**src/rtl/pipe_stall_sequencer.sv**
```systemverilog
// Pipeline sequencing controller: merges hazard and memory-wait stalls into final stage enables/flushes and owns the PC redirect path.
// Optional build macro PIPE_PERF_CNT_EN adds saturating stall/flush/redirect performance counters.
//
// state        | meaning
// RUN          | pipeline flowing, hazard-unit requests passed through
// FETCH_WAIT   | instruction fetch outstanding, D receives bubbles
// MEM_WAIT     | data access outstanding, whole pipe frozen
// REDIR_HOLD   | branch taken during a fetch wait, target held until the stale response drains
module pipe_stall_sequencer #(
  parameter int XLEN     = 64,
  parameter int MAX_WAIT = 255
) (
  input  logic            clk,
  input  logic            rst,
  input  logic            Stall_F_h,
  input  logic            Stall_D_h,
  input  logic            Flush_D_h,
  input  logic            Flush_E_h,
  input  logic            PCSrc_E,
  input  logic [XLEN-1:0] PCTarget_E,
  input  logic            imem_ready,
  input  logic            dmem_req_M,
  input  logic            dmem_ready,
  output logic            imem_req,
  output logic            En_F,
  output logic            En_D,
  output logic            En_E,
  output logic            En_M,
  output logic            En_W,
  output logic            Flush_D,
  output logic            Flush_E,
  output logic            Flush_M,
  output logic            redirect_valid,
  output logic [XLEN-1:0] redirect_pc,
  output logic            timeout_err,
  output logic [1:0]      state_o
`ifdef PIPE_PERF_CNT_EN
  ,
  output logic [31:0]     perf_stall_cyc,
  output logic [31:0]     perf_flush_cnt,
  output logic [31:0]     perf_redir_cnt
`endif
);

  localparam int CW = (MAX_WAIT < 1) ? 1 : $clog2(MAX_WAIT + 1);
  localparam logic [CW-1:0] LP_MAX = CW'(MAX_WAIT);

  typedef enum logic [1:0] {
    ST_RUN        = 2'b00,
    ST_FETCH_WAIT = 2'b01,
    ST_MEM_WAIT   = 2'b10,
    ST_REDIR_HOLD = 2'b11
  } state_t;

  state_t            r_state, w_state_nxt;
  logic [XLEN-1:0]   r_target, w_target_nxt;
  logic [CW-1:0]     r_wait_cnt, w_wait_cnt_nxt;
  logic              r_timeout, w_timeout_nxt;

  logic w_mem_stall;
  logic w_fetch_stall;

  assign w_mem_stall   = dmem_req_M & ~dmem_ready;
  assign w_fetch_stall = ~imem_ready;

  always_ff @(posedge clk or posedge rst) begin
    if (rst) begin
      r_state    <= ST_RUN;
      r_target   <= '0;
      r_wait_cnt <= '0;
      r_timeout  <= 1'b0;
    end else begin
      r_state    <= w_state_nxt;
      r_target   <= w_target_nxt;
      r_wait_cnt <= w_wait_cnt_nxt;
      r_timeout  <= w_timeout_nxt;
    end
  end

  always_comb begin
    w_state_nxt    = r_state;
    w_target_nxt   = r_target;
    imem_req       = 1'b1;
    En_F           = 1'b0;
    En_D           = 1'b0;
    En_E           = 1'b0;
    En_M           = 1'b0;
    En_W           = 1'b0;
    Flush_D        = 1'b0;
    Flush_E        = 1'b0;
    Flush_M        = 1'b0;
    redirect_valid = 1'b0;
    redirect_pc    = PCTarget_E;

    case (r_state)
      ST_REDIR_HOLD: begin
        redirect_pc = r_target;
        Flush_D     = 1'b1;
        if (!w_mem_stall) begin
          En_D    = 1'b1;
          En_E    = 1'b1;
          En_M    = 1'b1;
          En_W    = 1'b1;
          Flush_E = Flush_E_h;
          if (imem_ready) begin
            En_F           = 1'b1;
            redirect_valid = 1'b1;
            w_state_nxt    = ST_RUN;
          end
        end
      end
      // RUN, FETCH_WAIT and the completing MEM_WAIT cycle obey the same rules.
      default: begin
        if (w_mem_stall) begin
          w_state_nxt = ST_MEM_WAIT;
        end else begin
          En_F           = ~Stall_F_h;
          En_D           = ~Stall_D_h;
          En_E           = 1'b1;
          En_M           = 1'b1;
          En_W           = 1'b1;
          Flush_D        = Flush_D_h;
          Flush_E        = Flush_E_h;
          redirect_valid = PCSrc_E;
          w_state_nxt    = ST_RUN;
          if (w_fetch_stall) begin
            En_F = 1'b0;
            if (PCSrc_E) begin
              En_D           = 1'b1;
              Flush_D        = 1'b1;
              Flush_E        = 1'b1;
              redirect_valid = 1'b0;
              w_target_nxt   = PCTarget_E;
              w_state_nxt    = ST_REDIR_HOLD;
            end else begin
              En_D        = ~Stall_D_h;
              Flush_D     = ~Stall_D_h;
              w_state_nxt = ST_FETCH_WAIT;
            end
          end
        end
      end
    endcase

    if (rst) begin
      imem_req       = 1'b0;
      En_F           = 1'b0;
      En_D           = 1'b0;
      En_E           = 1'b0;
      En_M           = 1'b0;
      En_W           = 1'b0;
      Flush_D        = 1'b0;
      Flush_E        = 1'b0;
      Flush_M        = 1'b0;
      redirect_valid = 1'b0;
      redirect_pc    = '0;
    end
  end

  always_comb begin
    w_wait_cnt_nxt = r_wait_cnt;
    if (w_state_nxt == ST_RUN) begin
      w_wait_cnt_nxt = '0;
    end else if (r_state != ST_RUN && r_wait_cnt != LP_MAX) begin
      w_wait_cnt_nxt = r_wait_cnt + CW'(1);
    end
    w_timeout_nxt = r_timeout | ((r_state != ST_RUN) && (w_wait_cnt_nxt == LP_MAX));
  end

  assign timeout_err = r_timeout & ~rst;
  assign state_o     = rst ? 2'b00 : r_state;

`ifdef PIPE_PERF_CNT_EN
  logic w_any_en_low;
  logic w_any_flush;

  assign w_any_en_low = ~(En_F & En_D & En_E & En_M & En_W);
  assign w_any_flush  = Flush_D | Flush_E | Flush_M;

  always_ff @(posedge clk or posedge rst) begin
    if (rst) begin
      perf_stall_cyc <= '0;
      perf_flush_cnt <= '0;
      perf_redir_cnt <= '0;
    end else begin
      if (w_any_en_low && perf_stall_cyc != '1) perf_stall_cyc <= perf_stall_cyc + 32'd1;
      if (w_any_flush && perf_flush_cnt != '1) perf_flush_cnt <= perf_flush_cnt + 32'd1;
      if (redirect_valid && perf_redir_cnt != '1) perf_redir_cnt <= perf_redir_cnt + 32'd1;
    end
  end
`else
  // No performance counters in this build.
`endif

endmodule
```
**config.mk**
```make
export PLATFORM = sky130hd
export DESIGN_NAME = pipe_stall_sequencer
export DESIGN_NICKNAME = d
export VERILOG_FILES = /design/src/rtl/pipe_stall_sequencer.sv
export SDC_FILE = /design/constraint.sdc
export NUM_CORES = 1
export LEC_CHECK = 0
export BUFFER_PORTS_ARGS = -buffer_cell sky130_fd_sc_hd__buf_4
export CAP_MARGIN = 40
export CORE_UTILIZATION = 54
export CTS_CLUSTER_DIAMETER = 200
export DETAILED_ROUTE_END_ITERATION = 6
export PLACE_DENSITY = 0.85
export SLEW_MARGIN = 40
export SYNTH_ARGS = -nofsm -noshare
export SYNTH_HDL_FRONTEND = slang
export SYNTH_SLANG_ARGS = --single-unit
```
**constraint.sdc**
```tcl
create_clock -name clk -period 6.9 [get_ports clk]
set_input_delay 1.38 -clock clk [delete_from_list [all_inputs] [get_ports clk]]
set_output_delay 1.38 -clock clk [all_outputs]
set_load 0.005 [all_outputs]
```
---- Yosys cells after proc, flatten, opt, wreduce, memory -nomap -nowiden ----
Index checks and enable logic that the tools add are counted.
word-level totals
  register bits ........................... 75
  input port bits ......................... 74
  word-level logic and storage cells ...... 62
cells by class
  add/sub/neg operators ................... 1
  equal/unequal tests ..................... 3
  mux-type cells .......................... 39
  bitwise gates (word level) .............. 10
  reductions and logical operators ........ 5
operator list
  cell                                          count
  2-to-1 mux 64 bit                             2
  2-to-1 mux 1 bit                              28
  2-to-1 mux 8 bit                              2
  2-to-1 mux 2 bit                              7
  adder 8 x 1 -> 8 bit (second input constant)  1
  == test 8 bit (second input constant)         1
  != test 8 bit (second input constant)         1
  NOT 1 bit                                     7
  AND reduction 4 bit                           1
  AND 1 bit                                     2
  == test 2 bit (second input constant)         1
  logical AND 1 bit                             2
  logical NOT 2 bit                             1
  nonzero test 2 bit                            1
  bitwise OR 1 bit                              1

---- Longest topological paths before layout ----
  word-level depth ........................ 9
  depth in mapped cells ................... 6

---- Least setup slack after synthesis ----
OpenSTA, ideal clock, no wires.
  path type ............................... input-to-output
  start ................................... input rst
  end ..................................... output imem_req
  arrival ................................. 3347 ps
  required time ........................... 5520 ps
  path slack .............................. 2173 ps
  stages on the path ...................... 3
  path buffers ............................ 2
  cells stage by stage .................... clkbuf_1 > clkbuf_1 > inv_1
on the way
  cells in the longest elaborated chain, start to end .. 1
ends and longest elaborated chain
  element           line  RTL
  start, declared   14    input logic rst,
  2-to-1 mux 1 bit  145   if (rst) begin
  end, declared     24    output logic imem_req,
No other way between the ends.

---- Final worst setup path ----
  start ................................... input dmem_ready
  end ..................................... output Flush_E
on the way
  cells in the longest elaborated chain, start to end .. 5
  elaborated cells on any way between the ends .. 6
ends and longest elaborated chain
  element                              line     RTL
  start, declared                      23       input logic dmem_ready,
  NOT 1 bit *                          63       assign w_mem_stall = dmem_req_M & ~dmem_ready;
  AND 1 bit *                          63
  2-to-1 mux 1 bit (on tied branches)  114, 99
  2-to-1 mux 1 bit *                   95       case (r_state)
  2-to-1 mux 1 bit *                   145
  end, declared                        31       output logic Flush_E,
Every way passes the cells marked *; elsewhere a longest branch is shown, timed or not.

==> results_dict.tcl <==
set metrics [dict create \
    yosys_warnings 0 \
    grt_pass1_wl_um 16770 \
    synth_top_area_share_pct 43.92 \
    rsz0062_at_grt "no" \
    finalPower_w 0.001328 \
    hold_start "r_timeout$_DFF_PP0_" \
    synth_edf_count 0 \
    relSlewSlack_pct 51.45 \
    syn_nets 520 \
    area_growth_pct 31.04 \
    synth.cells.most_frequent "nand2_1 (137), dfrtp_1 (75), a21oi_1 (72)" \
    yosysMostFrequentCell "nand2_1" \
    start_kind "primary input" \
    grt_pass1_vias 3479 \
    routed-via-count 3688 \
    crit_path_end_kind "output pin" \
    cts_tree "done" \
    r2r_cells 4 \
    worst_ep_required_time_ns 5.52 \
    clk_latency_ns 0.34 \
    peakVddDrop_v 0.0001210 \
    fp.dieW_um 90.96 \
    io_buffers 149 \
    cts-root-buf "clkbuf_8" \
    cts_resized 0 \
    report.final.slew_viol_count 0 \
    reg2reg_from "r_state[1]$_DFF_PP0_" \
    max_freq_mhz 247.2 \
    track_usage_pct 24.90 \
    ys_seq_elements 75 \
    whs_ns 0.4578 \
    yosys-top-cells-area "dfrtp_1 (44%), mux2_4 (17%), nand2_1 (12%), a21oi_1 (8.4%), mux2_2 (4.2%)" \
    final.period_utilization_pct 58.62 \
    post_drt_wl_per_cell_um 15.16 \
    drtIter0Drc 151 \
    cts_setup_buffers 0 \
    clk_path_buf_depth 2 \
    drive_gt1_share_pct 41.52 \
    drv_cap 0 \
    p_leak_nw 2.866 \
    synth_cell_types 40 \
    cts_made_buffers 9 \
    die_area_um2 8273 \
    synthArstFlopShare_pct 100.0 \
    n_antenna_cell 0 \
    grt-ovfl-total 0 \
    hold_class "reg2reg" \
    synth.largest_area_cell "dfrtp_1" \
    status "completed" \
    vias_per_cell 5.424 \
    core_area_um2 7687 \
    gp_congestion 0.8280 \
    hold_end "r_timeout$_DFF_PP0_" \
    post-route-drc-count 0 \
    min_period_ns 4.045 \
    r2r-end "r_target[5]$_DFFE_PP0P_" \
    p_per_area_nw_per_um2 237.2 \
    h-tree-depth 3 \
    netlist_area_um2 4273 \
    die_y_um 90.96 \
    finClkSkew_ns 0.008495 \
    hpwl_um 6780 \
    cp.arrival_ns 2.66 \
    worstMarginPinSlew_ns 0.7282 \
    synthCells 445 \
    rows 32 \
    start_util_pct 55.58 \
    rrSetupSlack_ns 4.32 \
    avgSynthCellArea_um2 9.602 \
    wirelength_um 10310 \
    crit_fanout 35 \
    hold_viol 0 \
    path_class "in2out" \
    ant_nets 0 \
    cts_hold_buf 0 \
    fin_setup_tns_ns 0 \
    nNetsFinal 648 \
    ys.flop_type "dfrtp_1" \
    min_path_cells 2 \
    synth-seq-area-share_pct 43.92 \
    io_pins 151 \
    setup_viol 0 \
    antenna_found_initial 0 \
    firstDrtPassIters 5 \
    clk_pin_slew_ns 0.07 \
    cts_sinks 75 \
    grt_start_max_net_pins 76 \
]
[how the worst max path moves through the flow]
stage	from	end	slack (ns)	depth (start not counted)
global route	dmem_ready	Flush_E	2.73	5
CTS	dmem_ready	Flush_E	2.85	5
detailed placement	dmem_ready	Flush_E	2.84	5
global placement	dmem_ready	Flush_E	2.56	5
finish	dmem_ready	Flush_E	2.86	5
floorplan	rst	imem_req	2.17	3
[worst max-delay path, stage by stage]
cell	delay, ns
buf_4	0.11
nor2b_1	0.25
or3_4	0.57
a21oi_1	0.15
buf_4	0.18
[layer usage]
metal	GRT usage [%]	routed length [um]	part of all wire, %	vias up
met1	33.09	4550	44	1788
met2	42.55	5099	49	133
li1	-	-	-	1749
met3	3.518	515	5.0	18
met4	7.275	143	1.4	0
met5	0	0	0	-
[registers in the layout, summed over array words and instances (netlist names)]
signal / flops
r_state: 2
r_target: 64
r_timeout: 1
r_wait_cnt: 8
[metrics by stage]
| stage | instances | instance area [um^2] | utilization [%] | worst slack (ns) |
|---|---|---|---|---|
| 6_report | 680 | 5599 | 72.84 | 2.855 |
| 5_1_grt | 680 | 5599 | 72.84 | 2.732 |
| 4_1_cts | 680 | 5599 | 72.84 | 2.849 |
| 3_5_place_dp | 664 | 5380 | 69.99 | 2.842 |
| 3_3_place_gp | 663 | 5350 | 69.60 | 2.562 |
| 2_1_floorplan | 445 | 4273 | - | 2.173 |
[kinds of logic (layout without fill, tap and decap cells)]
family	after synthesis	in the layout	synth area share (%)
AOI/OAI and AO/OA	91	91	11.86
xor gates and xnor gates	1	1	0.2050
adders and majority gates	1	1	0.2928
buffers and inverters	38	171	4.714
DFF	75	75	43.92
muxes	68	68	22.14
other	1	1	0.08776
and+or+nand+nor	170	170	16.78
[layout make-up]
type,count,area (um^2)
clock buffers,12,145.1
clock inverters,4,73.82
fillers,580,2088
inverters,4,16.27
multi-input cells,332,2210
flip-flops and latches,75,1877
well taps,102,127.6
repair buffers,151,1150
[placed cells by master, fill, tap and decap left out, types with 5 or more instances in the layout]
cell type,count
nor2_1,12
mux2_4,49
mux2_2,16
a21oi_1,72
nor2b_1,6
clkbuf_8,10
buf_4,149
dfrtp_1,75
o21ai_0,5
nand2_1,136
[power by group]
part           switching [W]  internal [W]
Clock               0.000160      0.000214
Combinational       0.000146      0.000216
Sequential         0.0000594      0.000532
Total               0.000366      0.000962
No activity file was read; power rests on OpenSTA's default activity.
